<file path="src/rtl/aurora_hls_nfc_ctrl_if.sv">
// NFC message channel between the flow-control generator and the Aurora core.
// The generator is the master: it offers tvalid/tdata and the core answers with tready.
interface aurora_hls_nfc_ctrl_if;
  logic        tvalid;
  logic        tready;
  logic [0:15] tdata;

  modport master (output tvalid, output tdata, input tready);
  modport slave  (input tvalid, input tdata, output tready);
endinterface

</file>
<file path="src/rtl/aurora_hls_nfc_ctrl.sv">
// Native flow-control generator: watches RX FIFO fill against XOFF/XON thresholds with
// hysteresis, emits XOFF/XON on the NFC channel, optionally refreshes XOFF, keeps statistics.
module aurora_hls_nfc_ctrl #(
  parameter int          LEVEL_W   = 10,
  parameter int          REFRESH_W = 16,
  parameter int          CNT_W     = 32,
  parameter logic [15:0] XOFF_CODE = 16'hFFFF,
  parameter logic [15:0] XON_CODE  = 16'h0000
) (
  input  logic                 clk,
  input  logic                 rst_n,
  input  logic                 counter_reset,
  input  logic                 enable,
  input  logic [LEVEL_W-1:0]   fifo_level,
  input  logic [LEVEL_W-1:0]   thr_xoff,
  input  logic [LEVEL_W-1:0]   thr_xon,
  input  logic [REFRESH_W-1:0] refresh_period,
  input  logic                 rx_tvalid,
  aurora_hls_nfc_ctrl_if.master nfc,
  output logic                 paused,
  output logic [CNT_W-1:0]     xoff_count,
  output logic [CNT_W-1:0]     xon_count,
  output logic [CNT_W-1:0]     refresh_count,
  output logic [CNT_W-1:0]     max_overrun
);

  typedef enum logic [2:0] {
    ST_RESET,
    ST_IDLE,
    ST_XOFF_SEND,
    ST_XOFF_HOLD,
    ST_XON_SEND
  } state_t;

  state_t               state_q, state_d;
  logic                 tvalid_q, tvalid_d;
  logic [0:15]          tdata_q, tdata_d;
  logic                 paused_d;
  logic [REFRESH_W-1:0] timer_q, timer_d, refresh_last;
  logic [CNT_W-1:0]     overrun_q, overrun_inc, overrun_d;
  logic [CNT_W-1:0]     xoff_d, xon_d, refresh_d, max_d;
  logic                 start_ep, refresh_ev, xon_done;

  function automatic logic [CNT_W-1:0] sat_inc(input logic [CNT_W-1:0] v);
    return (&v) ? v : v + CNT_W'(1);
  endfunction

  assign refresh_last = refresh_period - REFRESH_W'(1);
  assign overrun_inc  = (paused && rx_tvalid) ? sat_inc(overrun_q) : overrun_q;

  // NOTE: every always_comb output gets a default first, so no path can infer a latch.
  always_comb begin
    state_d    = state_q;
    tvalid_d   = tvalid_q;
    tdata_d    = tdata_q;
    paused_d   = paused;
    timer_d    = timer_q;
    start_ep   = 1'b0;
    refresh_ev = 1'b0;
    xon_done   = 1'b0;
    case (state_q)
      ST_RESET: state_d = ST_IDLE;
      ST_IDLE: begin
        if (enable && fifo_level >= thr_xoff) begin
          state_d  = ST_XOFF_SEND;
          tvalid_d = 1'b1;
          tdata_d  = XOFF_CODE;
          paused_d = 1'b1;
          start_ep = 1'b1;
        end
      end
      ST_XOFF_SEND: begin
        if (nfc.tready) begin
          tvalid_d = 1'b0;
          timer_d  = '0;
          state_d  = ST_XOFF_HOLD;
        end
      end
      ST_XOFF_HOLD: begin
        // Release takes priority over refresh, so colliding thresholds still terminate.
        if (fifo_level <= thr_xon) begin
          state_d  = ST_XON_SEND;
          tvalid_d = 1'b1;
          tdata_d  = XON_CODE;
        end else if (refresh_period != '0 && timer_q == refresh_last) begin
          state_d    = ST_XOFF_SEND;
          tvalid_d   = 1'b1;
          tdata_d    = XOFF_CODE;
          refresh_ev = 1'b1;
        end else begin
          timer_d = timer_q + REFRESH_W'(1);
        end
      end
      ST_XON_SEND: begin
        if (nfc.tready) begin
          tvalid_d = 1'b0;
          paused_d = 1'b0;
          xon_done = 1'b1;
          state_d  = ST_IDLE;
        end
      end
      default: state_d = ST_IDLE;
    endcase
  end

  // Statistics; a same-cycle counter_reset beats any increment or max update.
  always_comb begin
    xoff_d    = xoff_count;
    xon_d     = xon_count;
    refresh_d = refresh_count;
    max_d     = max_overrun;
    overrun_d = overrun_inc;
    if (counter_reset) begin
      xoff_d    = '0;
      xon_d     = '0;
      refresh_d = '0;
      max_d     = '0;
      overrun_d = '0;
    end else begin
      if (start_ep) begin
        xoff_d    = sat_inc(xoff_count);
        overrun_d = '0;
      end
      if (refresh_ev) refresh_d = sat_inc(refresh_count);
      if (xon_done) begin
        xon_d = sat_inc(xon_count);
        if (overrun_inc > max_overrun) max_d = overrun_inc;
      end
    end
  end

  // NOTE: sequential state uses non-blocking assignments so all flops update together.
  always_ff @(posedge clk) begin
    if (!rst_n) begin
      state_q       <= ST_RESET;
      tvalid_q      <= 1'b0;
      tdata_q       <= '0;
      paused        <= 1'b0;
      timer_q       <= '0;
      overrun_q     <= '0;
      xoff_count    <= '0;
      xon_count     <= '0;
      refresh_count <= '0;
      max_overrun   <= '0;
    end else begin
      state_q       <= state_d;
      tvalid_q      <= tvalid_d;
      tdata_q       <= tdata_d;
      paused        <= paused_d;
      timer_q       <= timer_d;
      overrun_q     <= overrun_d;
      xoff_count    <= xoff_d;
      xon_count     <= xon_d;
      refresh_count <= refresh_d;
      max_overrun   <= max_d;
    end
  end

  assign nfc.tvalid = tvalid_q;
  assign nfc.tdata  = tdata_q;

endmodule
</file>
<file path="src/flat_wrapper.sv">
// flat-port wrapper written by rule: the top's interface ports become plain ports
module aurora_hls_nfc_ctrl_flat 
#(
  parameter int          LEVEL_W   = 10,
  parameter int          REFRESH_W = 16,
  parameter int          CNT_W     = 32,
  parameter logic [15:0] XOFF_CODE = 16'hFFFF,
  parameter logic [15:0] XON_CODE  = 16'h0000
)
  (clk, rst_n, counter_reset, enable, fifo_level, thr_xoff, thr_xon, refresh_period, rx_tvalid, paused, xoff_count, xon_count, refresh_count, max_overrun, nfc_tvalid, nfc_tdata, nfc_tready);
  aurora_hls_nfc_ctrl_if nfc_i ();
  input  logic clk;
  input  logic rst_n;
  input  logic counter_reset;
  input  logic enable;
  input  logic [LEVEL_W-1:0] fifo_level;
  input  logic [LEVEL_W-1:0] thr_xoff;
  input  logic [LEVEL_W-1:0] thr_xon;
  input  logic [REFRESH_W-1:0] refresh_period;
  input  logic rx_tvalid;
  output logic paused;
  output logic [CNT_W-1:0] xoff_count;
  output logic [CNT_W-1:0] xon_count;
  output logic [CNT_W-1:0] refresh_count;
  output logic [CNT_W-1:0] max_overrun;
  output wire logic [$bits(nfc_i.tvalid)-1:0] nfc_tvalid;
  output wire logic [$bits(nfc_i.tdata)-1:0] nfc_tdata;
  input wire logic [$bits(nfc_i.tready)-1:0] nfc_tready;
  assign nfc_tvalid = nfc_i.tvalid;
  assign nfc_tdata = nfc_i.tdata;
  assign nfc_i.tready = nfc_tready;
  aurora_hls_nfc_ctrl #(.LEVEL_W(LEVEL_W), .REFRESH_W(REFRESH_W), .CNT_W(CNT_W), .XOFF_CODE(XOFF_CODE), .XON_CODE(XON_CODE)) u_core (.clk(clk), .rst_n(rst_n), .counter_reset(counter_reset), .enable(enable), .fifo_level(fifo_level), .thr_xoff(thr_xoff), .thr_xon(thr_xon), .refresh_period(refresh_period), .rx_tvalid(rx_tvalid), .nfc(nfc_i), .paused(paused), .xoff_count(xoff_count), .xon_count(xon_count), .refresh_count(refresh_count), .max_overrun(max_overrun));
endmodule
</file>
<file path="config.mk">
export PLATFORM = sky130hd
export DESIGN_NAME = aurora_hls_nfc_ctrl_flat
export DESIGN_NICKNAME = d
export VERILOG_FILES = /design/src/rtl/aurora_hls_nfc_ctrl_if.sv /design/src/rtl/aurora_hls_nfc_ctrl.sv /design/src/flat_wrapper.sv
export SDC_FILE = /design/constraint.sdc
export NUM_CORES = 1
export LEC_CHECK = 0
export BUFFER_PORTS_ARGS = -buffer_cell sky130_fd_sc_hd__buf_4
export CORE_MARGIN = 1.5
export CORE_UTILIZATION = 50
export CTS_BUF_LIST = sky130_fd_sc_hd__clkbuf_4 sky130_fd_sc_hd__clkbuf_8 sky130_fd_sc_hd__clkbuf_16
export CTS_CLUSTER_DIAMETER = 100
export DETAILED_ROUTE_END_ITERATION = 8
export HOLD_SLACK_MARGIN = 0.15
export PLACE_DENSITY = 0.8
export REMOVE_ABC_BUFFERS = 1
export SLEW_MARGIN = 30
export SYNTH_ARGS = -nofsm -noshare
export SYNTH_HDL_FRONTEND = slang
export SYNTH_SLANG_ARGS = --single-unit
</file>
<file path="constraint.sdc">
create_clock -name clk -period 5.1 [get_ports clk]
set_input_delay 0.765 -clock clk [delete_from_list [all_inputs] [get_ports clk]]
set_output_delay 0.765 -clock clk [all_outputs]
set_load 0.02 [all_outputs]
</file>
==> impl_metrics.csv, run 1 <==
group,metric,value,unit
logic_synthesis,ys_ff_latch,182,
cells_and_area,area_growth,22.0,%
sta,maxSlewViolCount,0,
pwr,internal-power,2.30,mW
logic_synthesis,synth_area,10200,um^2
clocking,cts_tree,"built",
die,die_area,21300,um^2
sta,post-route-min-period,4.56,ns
sta,hold_violations,0,
die,std_cell_rows,52,
pwr,power-per-cell-area,241,nW/um^2
placed_design,routabilityCongestion,0.814,
setup_path,crit_fanout,44,
pwr,power.total,3.00,mW
setup_path,critical_path_arrival,4.90,ns
min_path,hp-class,"reg2reg",
die,io_pins,198,
cells_and_area,fin_cells,1693,
die,die_w,146,um
route,wire_per_inst,15.2,um
pwr,p_sw,0.705,mW
logic_synthesis,synth_top_family_by_area,"simple AND/OR/NAND/NOR gates",
logic_synthesis,async_reset_ff_share,0,%
logic_synthesis,synth_commonest_cells,"182 x dfxtp_1, 128 x nor2_1, 85 x nand2_1, 77 x inv_1, 63 x xnor2_1",
min_path,min-delay-start,"u_core.timer_q[15]$_SDFFE_PN0P_",
setup_path,start_kind,"flop",
route,ant_nets,0,
logic_synthesis,synthMuxAreaShare,0.894,%
logic_synthesis,synth.distinct_cells,67,
sta,rsz0062_at_grt,"no",
sta,skew,0.00849,ns
sta,hold_slack,0.486,ns
global_routing,grt-ovfl-total,0,
clocking,cts_buffer_depth,2,
sta,tightest_slew,0.844,ns
clocking,cts-root-buf,"clkbuf_16",
clocking,h-tree-depth,4,
global_routing,grt_pass1_vias,8811,
global_routing,grt_use_total,24.1,%
logic_synthesis,synth-edff-count,0,
cells_and_area,layout-drive-gt1-share,18.4,%
sta,fin_tns_setup,0,ns
global_routing,grt_max_degree,51,
pwr,combPwrFrac,6.7,%
pwr,p_clk_share,45.6,%
min_path,holdPathStages,2,
logic_synthesis,synthCells,1242,
cells_and_area,antennaDiodeCount,0,
setup_path,r2r_cells,16,
cells_and_area,layout.nets,1521,
pwr,ir_drop,0.228,mV
route,viasPerCell,5.64,
logic_synthesis,synth-compound-area-share,13.5,%
sta,finalSetupViolations,0,
pwr,seq_power_share,47.6,%
setup_path,timing.rr.start,"u_core.overrun_q[20]$_SDFF_PP0_",
logic_synthesis,yosysTopAreaCellShare,35.7,%
placed_design,placed_cells,1661,
logic_synthesis,synth_xor_area_share,9.00,%
placed_design,numPortBuffers,197,
logic_synthesis,synth_warnings,0,
clocking,cts_buffers,17,
clocking,clkTransAtPathRegs,0.07,ns
logic_synthesis,synth-simple-area-share,28.1,%
pwr,netSwitchingFraction,23.5,%
die,die_h,146,um
logic_synthesis,synthTopCellsByArea,"dfxtp_1 36%, ha_1 7.2%, xnor2_1 5.4%, nor2_1 4.7%, xor2_1 3.6%",
placed_design,place_hpwl,19200,um
setup_path,rrSetupSlack,0.54,ns
route,routed-via-count,9547,
sta,final.period_utilization,89.5,%
logic_synthesis,synthAdderAreaFrac,7.23,%
setup_path,crit_required,5.44,ns
status,status,"finished, final reports clean",
route,drt_drc_violations_left,0,
route,routed_wl,25700,um
logic_synthesis,synth_top_area_cell,"dfxtp_1",
min_path,hold_end,"u_core.timer_q[15]$_SDFFE_PN0P_",
pwr,p_leak,4.98,nW
setup_path,critPathKind,"reg2reg",
global_routing,grt_pass1_wl,42600,um
clocking,clkSinkCount,182,
global_routing,antenna_found_initial,0,
setup_path,r2r_end,"u_core.max_overrun[18]$_SDFFE_PP0P_",
die,core-area,20200,um^2
logic_synthesis,ys.flop_type,"dfxtp_1",
logic_synthesis,synth_area_per_cell,8.23,um^2
clocking,cts_setup_buffers,0,
sta,relSlewSlack,43.5,%
clocking,clk_latency,0.43,ns
sta,fmax,219,MHz
logic_synthesis,synth_most_common_cell,"dfxtp_1",
route,first_iter_violations,501,
route,firstDrtPassIters,5,
setup_path,worstSetupEndpointType,"flop",
logic_synthesis,synth_seq_area_share,35.7,%
job,cap_violations,0,
die,start_util,50.7,%
## power groups by stage
stage	sequential, mW	clock (mW)	combinational (mW)
2_1_floorplan	1.48	0	0.0940
3_3_place_gp	1.46	0	0.196
3_5_place_dp	1.46	0	0.202
4_1_cts	1.43	1.40	0.203
5_1_grt	1.43	1.46	0.224
6_report	1.43	1.37	0.203
## worst max-delay path, stage by stage (launching register included)
cell	delay (ns)
dfxtp_1	0.41
nand4_1	0.24
nor4_2	0.43
a31oi_1	0.38
nor2b_1	0.29
and3_1	0.20
xor2_1	0.17
ha_1	0.30
nand4_1	0.09
or2_2	0.31
or3_1	0.36
o21bai_1	0.16
o21bai_1	0.13
o31a_2	0.42
buf_12	0.26
nor2_1	0.06
a211oi_1	0.23
## sequential cells by signal, summed over array words and instances, names as in the netlist
| name | count |
|---|---|
| u_core.xon_count | 32 |
| u_core.timer_q | 16 |
| u_core.xoff_count | 32 |
| u_core.nfc.tvalid | 1 |
| u_core.state_q | 3 |
| u_core.refresh_count | 32 |
| u_core.nfc.tdata | 1 |
| u_core.max_overrun | 32 |
| u_core.paused | 1 |
| u_core.overrun_q | 32 |
## layout make-up
type | count | area [um^2]
inverter | 77 | 289
timing repair buffer | 204 | 1560
fill | 1834 | 7710
clock inverter | 14 | 175
sequential | 182 | 3640
clock buffer | 18 | 439
tap | 270 | 338
multi-input combinational | 928 | 6020
## cells in the final DEF (no fill, tap or decap), drive strengths merged, types with 4 or more instances in the layout
master  count
nand3      58
buf       204
a31o        4
o21ai      43
nor4       18
or3        36
a211oi     35
a31oi      10
nor3       33
or4         9
nand2      86
nand4      49
a21oi      58
dfxtp     182
mux2i       8
xnor2      63
or2         4
clkinv      6
nor3b       4
xor2       42
ha         59
and3       22
and4       13
and2        8
a21o       16
nand2b     19
nor2b      44
inv        79
nor2      129
o31ai       6
o211ai      4
clkbuf     18
o21a        6
## worst max-delay path by stage
stage | startpoint | to | cells past startpoint
floorplan | rx_tvalid | u_core.max_overrun[0]$_SDFFE_PP0P_ | 14
global placement | rx_tvalid | u_core.max_overrun[15]$_SDFFE_PP0P_ | 16
detailed placement | rx_tvalid | u_core.max_overrun[29]$_SDFFE_PP0P_ | 16
CTS | u_core.overrun_q[20]$_SDFF_PP0_ | u_core.max_overrun[12]$_SDFFE_PP0P_ | 16
global route | u_core.overrun_q[20]$_SDFF_PP0_ | u_core.max_overrun[15]$_SDFFE_PP0P_ | 16
finish | u_core.overrun_q[20]$_SDFF_PP0_ | u_core.max_overrun[18]$_SDFFE_PP0P_ | 16
## kinds of logic after synthesis
kind of cell / after synthesis
and+or+nand+nor: 543
buffers and inverters: 132
muxes: 9
DFF: 182
AOI/OAI and AO/OA: 212
xor gates and xnor gates: 105
adders and majority gates: 59
## metrics by stage
stage / instance area, um^2 / setup WS [ns] / utilization [%]
2_1_floorplan: 9930 / 0.121 / -
3_3_place_gp: 11800 / 0.537 / 58.6
3_5_place_dp: 11800 / 0.385 / 58.7
4_1_cts: 12400 / 0.369 / 61.7
5_1_grt: 12500 / 0.0790 / 61.8
6_report: 12500 / 0.536 / 61.8
## timing repair
action	in CTS	in global routing
hold buffers	0	0
resized for setup	0	2
hold endpoints to repair	0	0
setup endpoints to repair	0	22
## routing by layer
metal	routed length (um)	global-route usage, %	vias to the layer above	share of wire, %
li1	-	-	4727	-
met1	11500	30.8	4519	45
met2	12000	39.6	256	47
met3	1460	4.64	45	5.7
met4	716	10.2	0	2.8
met5	0	0	-	0
No activity file was read; power rests on OpenSTA's default activity.
==> run 2: changes to the inputs <==
--- a/config.mk
+++ b/config.mk
@@ -9,7 +9,6 @@
 export CORE_MARGIN = 1.5
 export CORE_UTILIZATION = 50
 export CTS_BUF_LIST = sky130_fd_sc_hd__clkbuf_4 sky130_fd_sc_hd__clkbuf_8 sky130_fd_sc_hd__clkbuf_16
-export CTS_CLUSTER_DIAMETER = 100
 export DETAILED_ROUTE_END_ITERATION = 8
 export HOLD_SLACK_MARGIN = 0.15
 export PLACE_DENSITY = 0.8
==> constraint.sdc (replaced) <==
create_clock -name clk -period 5.1 [get_ports clk]
set_input_delay 0.255 -clock clk [delete_from_list [all_inputs] [get_ports clk]]
set_output_delay 0.255 -clock clk [all_outputs]
set_load 0.02 [all_outputs]
==> run 2 against run 1 <==
Compared with the run above:
- register-to-register slack lost 0.11 ns
- cell count grew 0.12%
- routed wire length grew 1.5%
- worst hold slack lost 0.21 ns
- via count is essentially flat
- critical path depth is the same
- utilization grew 0.36 points
- sequential share of layout area shrank 0.17 points
- highest routed layer unchanged
==> impl_metrics.csv, run 2 (synthesis gave the netlist of run 1 again) <==
group,metric,value,unit
clocking,h-tree-depth,4,
setup_path,rrSetupSlack,0.42,ns
min_path,holdPathStages,4,
pwr,seq_power_share,45.9,%
setup_path,r2r_end,"u_core.max_overrun[12]$_SDFFE_PP0P_",
clocking,clkSinkCount,182,
setup_path,crit_required,5.44,ns
clocking,cts-root-buf,"clkbuf_16",
global_routing,grt_max_degree,56,
route,routed-via-count,9541,
sta,finalSetupViolations,0,
sta,hold_slack,0.275,ns
clocking,cts_buffers,17,
clocking,cts_buffer_depth,2,
global_routing,grt_use_total,24.3,%
global_routing,grt_pass1_vias,8940,
pwr,ir_drop,0.229,mV
placed_design,routabilityCongestion,0.848,
die,start_util,50.7,%
sta,rsz0062_at_grt,"no",
die,die_w,146,um
pwr,p_sw,0.714,mW
cells_and_area,fin_cells,1695,
pwr,internal-power,2.40,mW
placed_design,numPortBuffers,197,
pwr,p_leak,5.01,nW
die,std_cell_rows,52,
die,core-area,20200,um^2
sta,setup_slack,0.425,ns
clocking,cts_tree,"built",
cells_and_area,final_common_cell,"buf_4",
cells_and_area,fillers,1796,
route,wire_per_inst,15.4,um
placed_design,place_hpwl,19300,um
clocking,clk_latency,0.43,ns
cells_and_area,area_growth,22.7,%
setup_path,r2r_cells,16,
cells_and_area,layout.nets,1523,
setup_path,start_kind,"flop",
cells_and_area,multi_input_comb_area,6020,um^2
setup_path,crit_fanout,44,
status,status,"finished, final reports clean",
cells_and_area,regArea,3640,um^2
pwr,p_clk_share,47.5,%
placed_design,placed_cells,1661,
pwr,power-per-cell-area,249,nW/um^2
pwr,power.total,3.11,mW
global_routing,antenna_found_initial,0,
route,routed_wl,26100,um
placed_design,placed_cell_area,11800,um^2
setup_path,critical_path_arrival,5.02,ns
clocking,clkTransAtPathRegs,0.07,ns
die,die_area,21300,um^2
sta,post-route-min-period,4.68,ns
sta,maxSlewViolCount,0,
sta,hold_violations,0,
route,first_iter_violations,464,
cells_and_area,final_cell_mix,"202 x buf_4, 182 x dfxtp_1, 128 x nor2_1",
route,viasPerCell,5.63,
min_path,min-delay-start,"counter_reset",
placed_design,pre_cts_ws,0.423,ns
cells_and_area,post-route-cell-area,12500,um^2
die,die_h,146,um
sta,fmax,214,MHz
sta,tightest_slew,0.814,ns
route,ant_nets,0,
sta,fin_tns_setup,0,ns
cells_and_area,layout-drive-gt1-share,18.4,%
cells_and_area,antennaDiodeCount,0,
route,drt_drc_violations_left,0,
global_routing,grt_pass1_wl,42900,um
setup_path,worstSetupEndpointType,"flop",
pwr,netSwitchingFraction,22.9,%
setup_path,startpoint,"u_core.overrun_q[20]$_SDFF_PP0_",
global_routing,grt-ovfl-total,0,
min_path,hold_end,"u_core.refresh_count[22]$_SDFFE_PP0P_",
die,io_pins,198,
job,cap_violations,0,
cells_and_area,finalCoreUtilization,62.1,%
sta,skew,0.00981,ns
sta,relSlewSlack,45.3,%
setup_path,critPathKind,"reg2reg",
min_path,hp-class,"in2reg",
setup_path,timing.rr.start,"u_core.overrun_q[20]$_SDFF_PP0_",
pwr,combPwrFrac,6.6,%
sta,final.period_utilization,91.7,%
route,firstDrtPassIters,7,
[run 2: how the worst max path moves through the flow]
stage	end
3_5_place_dp	u_core.max_overrun[12]$_SDFFE_PP0P_
2_1_floorplan	u_core.max_overrun[0]$_SDFFE_PP0P_
5_1_grt	u_core.max_overrun[22]$_SDFFE_PP0P_
4_1_cts	u_core.max_overrun[12]$_SDFFE_PP0P_
6_report	u_core.max_overrun[12]$_SDFFE_PP0P_
3_3_place_gp	u_core.max_overrun[29]$_SDFFE_PP0P_
[run 2: layout make-up]
type,instances,area share (%)
Multi-Input combinational cell,928,48.0
Sequential cell,182,29.1
Timing Repair Buffer,206,12.6
Clock buffer,19,3.51
Tap cell,270,2.70
Inverter,77,2.31
Clock inverter,13,1.75
[run 2: metal layers]
| layer | up-vias | global-route usage, % | wire length [um] |
|---|---|---|---|
| met1 | 4499 | 30.1 | 11400 |
| met2 | 270 | 41.1 | 12600 |
| met5 | - | 0 | 0 |
| li1 | 4733 | - | - |
| met4 | 0 | 9.34 | 529 |
| met3 | 39 | 5.64 | 1600 |
[run 2: critical path, cell delays in order, from the launching register on]
cell and delay [ns]:
dfxtp_1 0.42, nand4_1 0.27, nor4_2 0.48, a31oi_1 0.37
nor2b_1 0.28, and3_1 0.20, xor2_1 0.17, ha_1 0.32
nand4_1 0.09, or2_2 0.32, or3_1 0.38, o21bai_1 0.16
o21bai_1 0.13, o31a_2 0.42, buf_12 0.27, nor2_1 0.07
a211oi_1 0.24
[run 2: power by group through the flow]
stage | Sequential, mW | Combinational, mW | Clock, mW
finish | 1.43 | 0.206 | 1.48
global route | 1.43 | 0.227 | 1.56
CTS | 1.43 | 0.206 | 1.50
detailed placement | 1.46 | 0.203 | 0
global placement | 1.46 | 0.196 | 0
floorplan | 1.48 | 0.0940 | 0
[run 2: what timing repair did]
item / 4_1_cts / 5_1_grt
hold buffers: 2 / 0
endpoints found under the setup margin: 0 / 20
hold endpoints to repair: 4 / 0
resized for setup: 0 / 2
setup buffers: 0 / 0
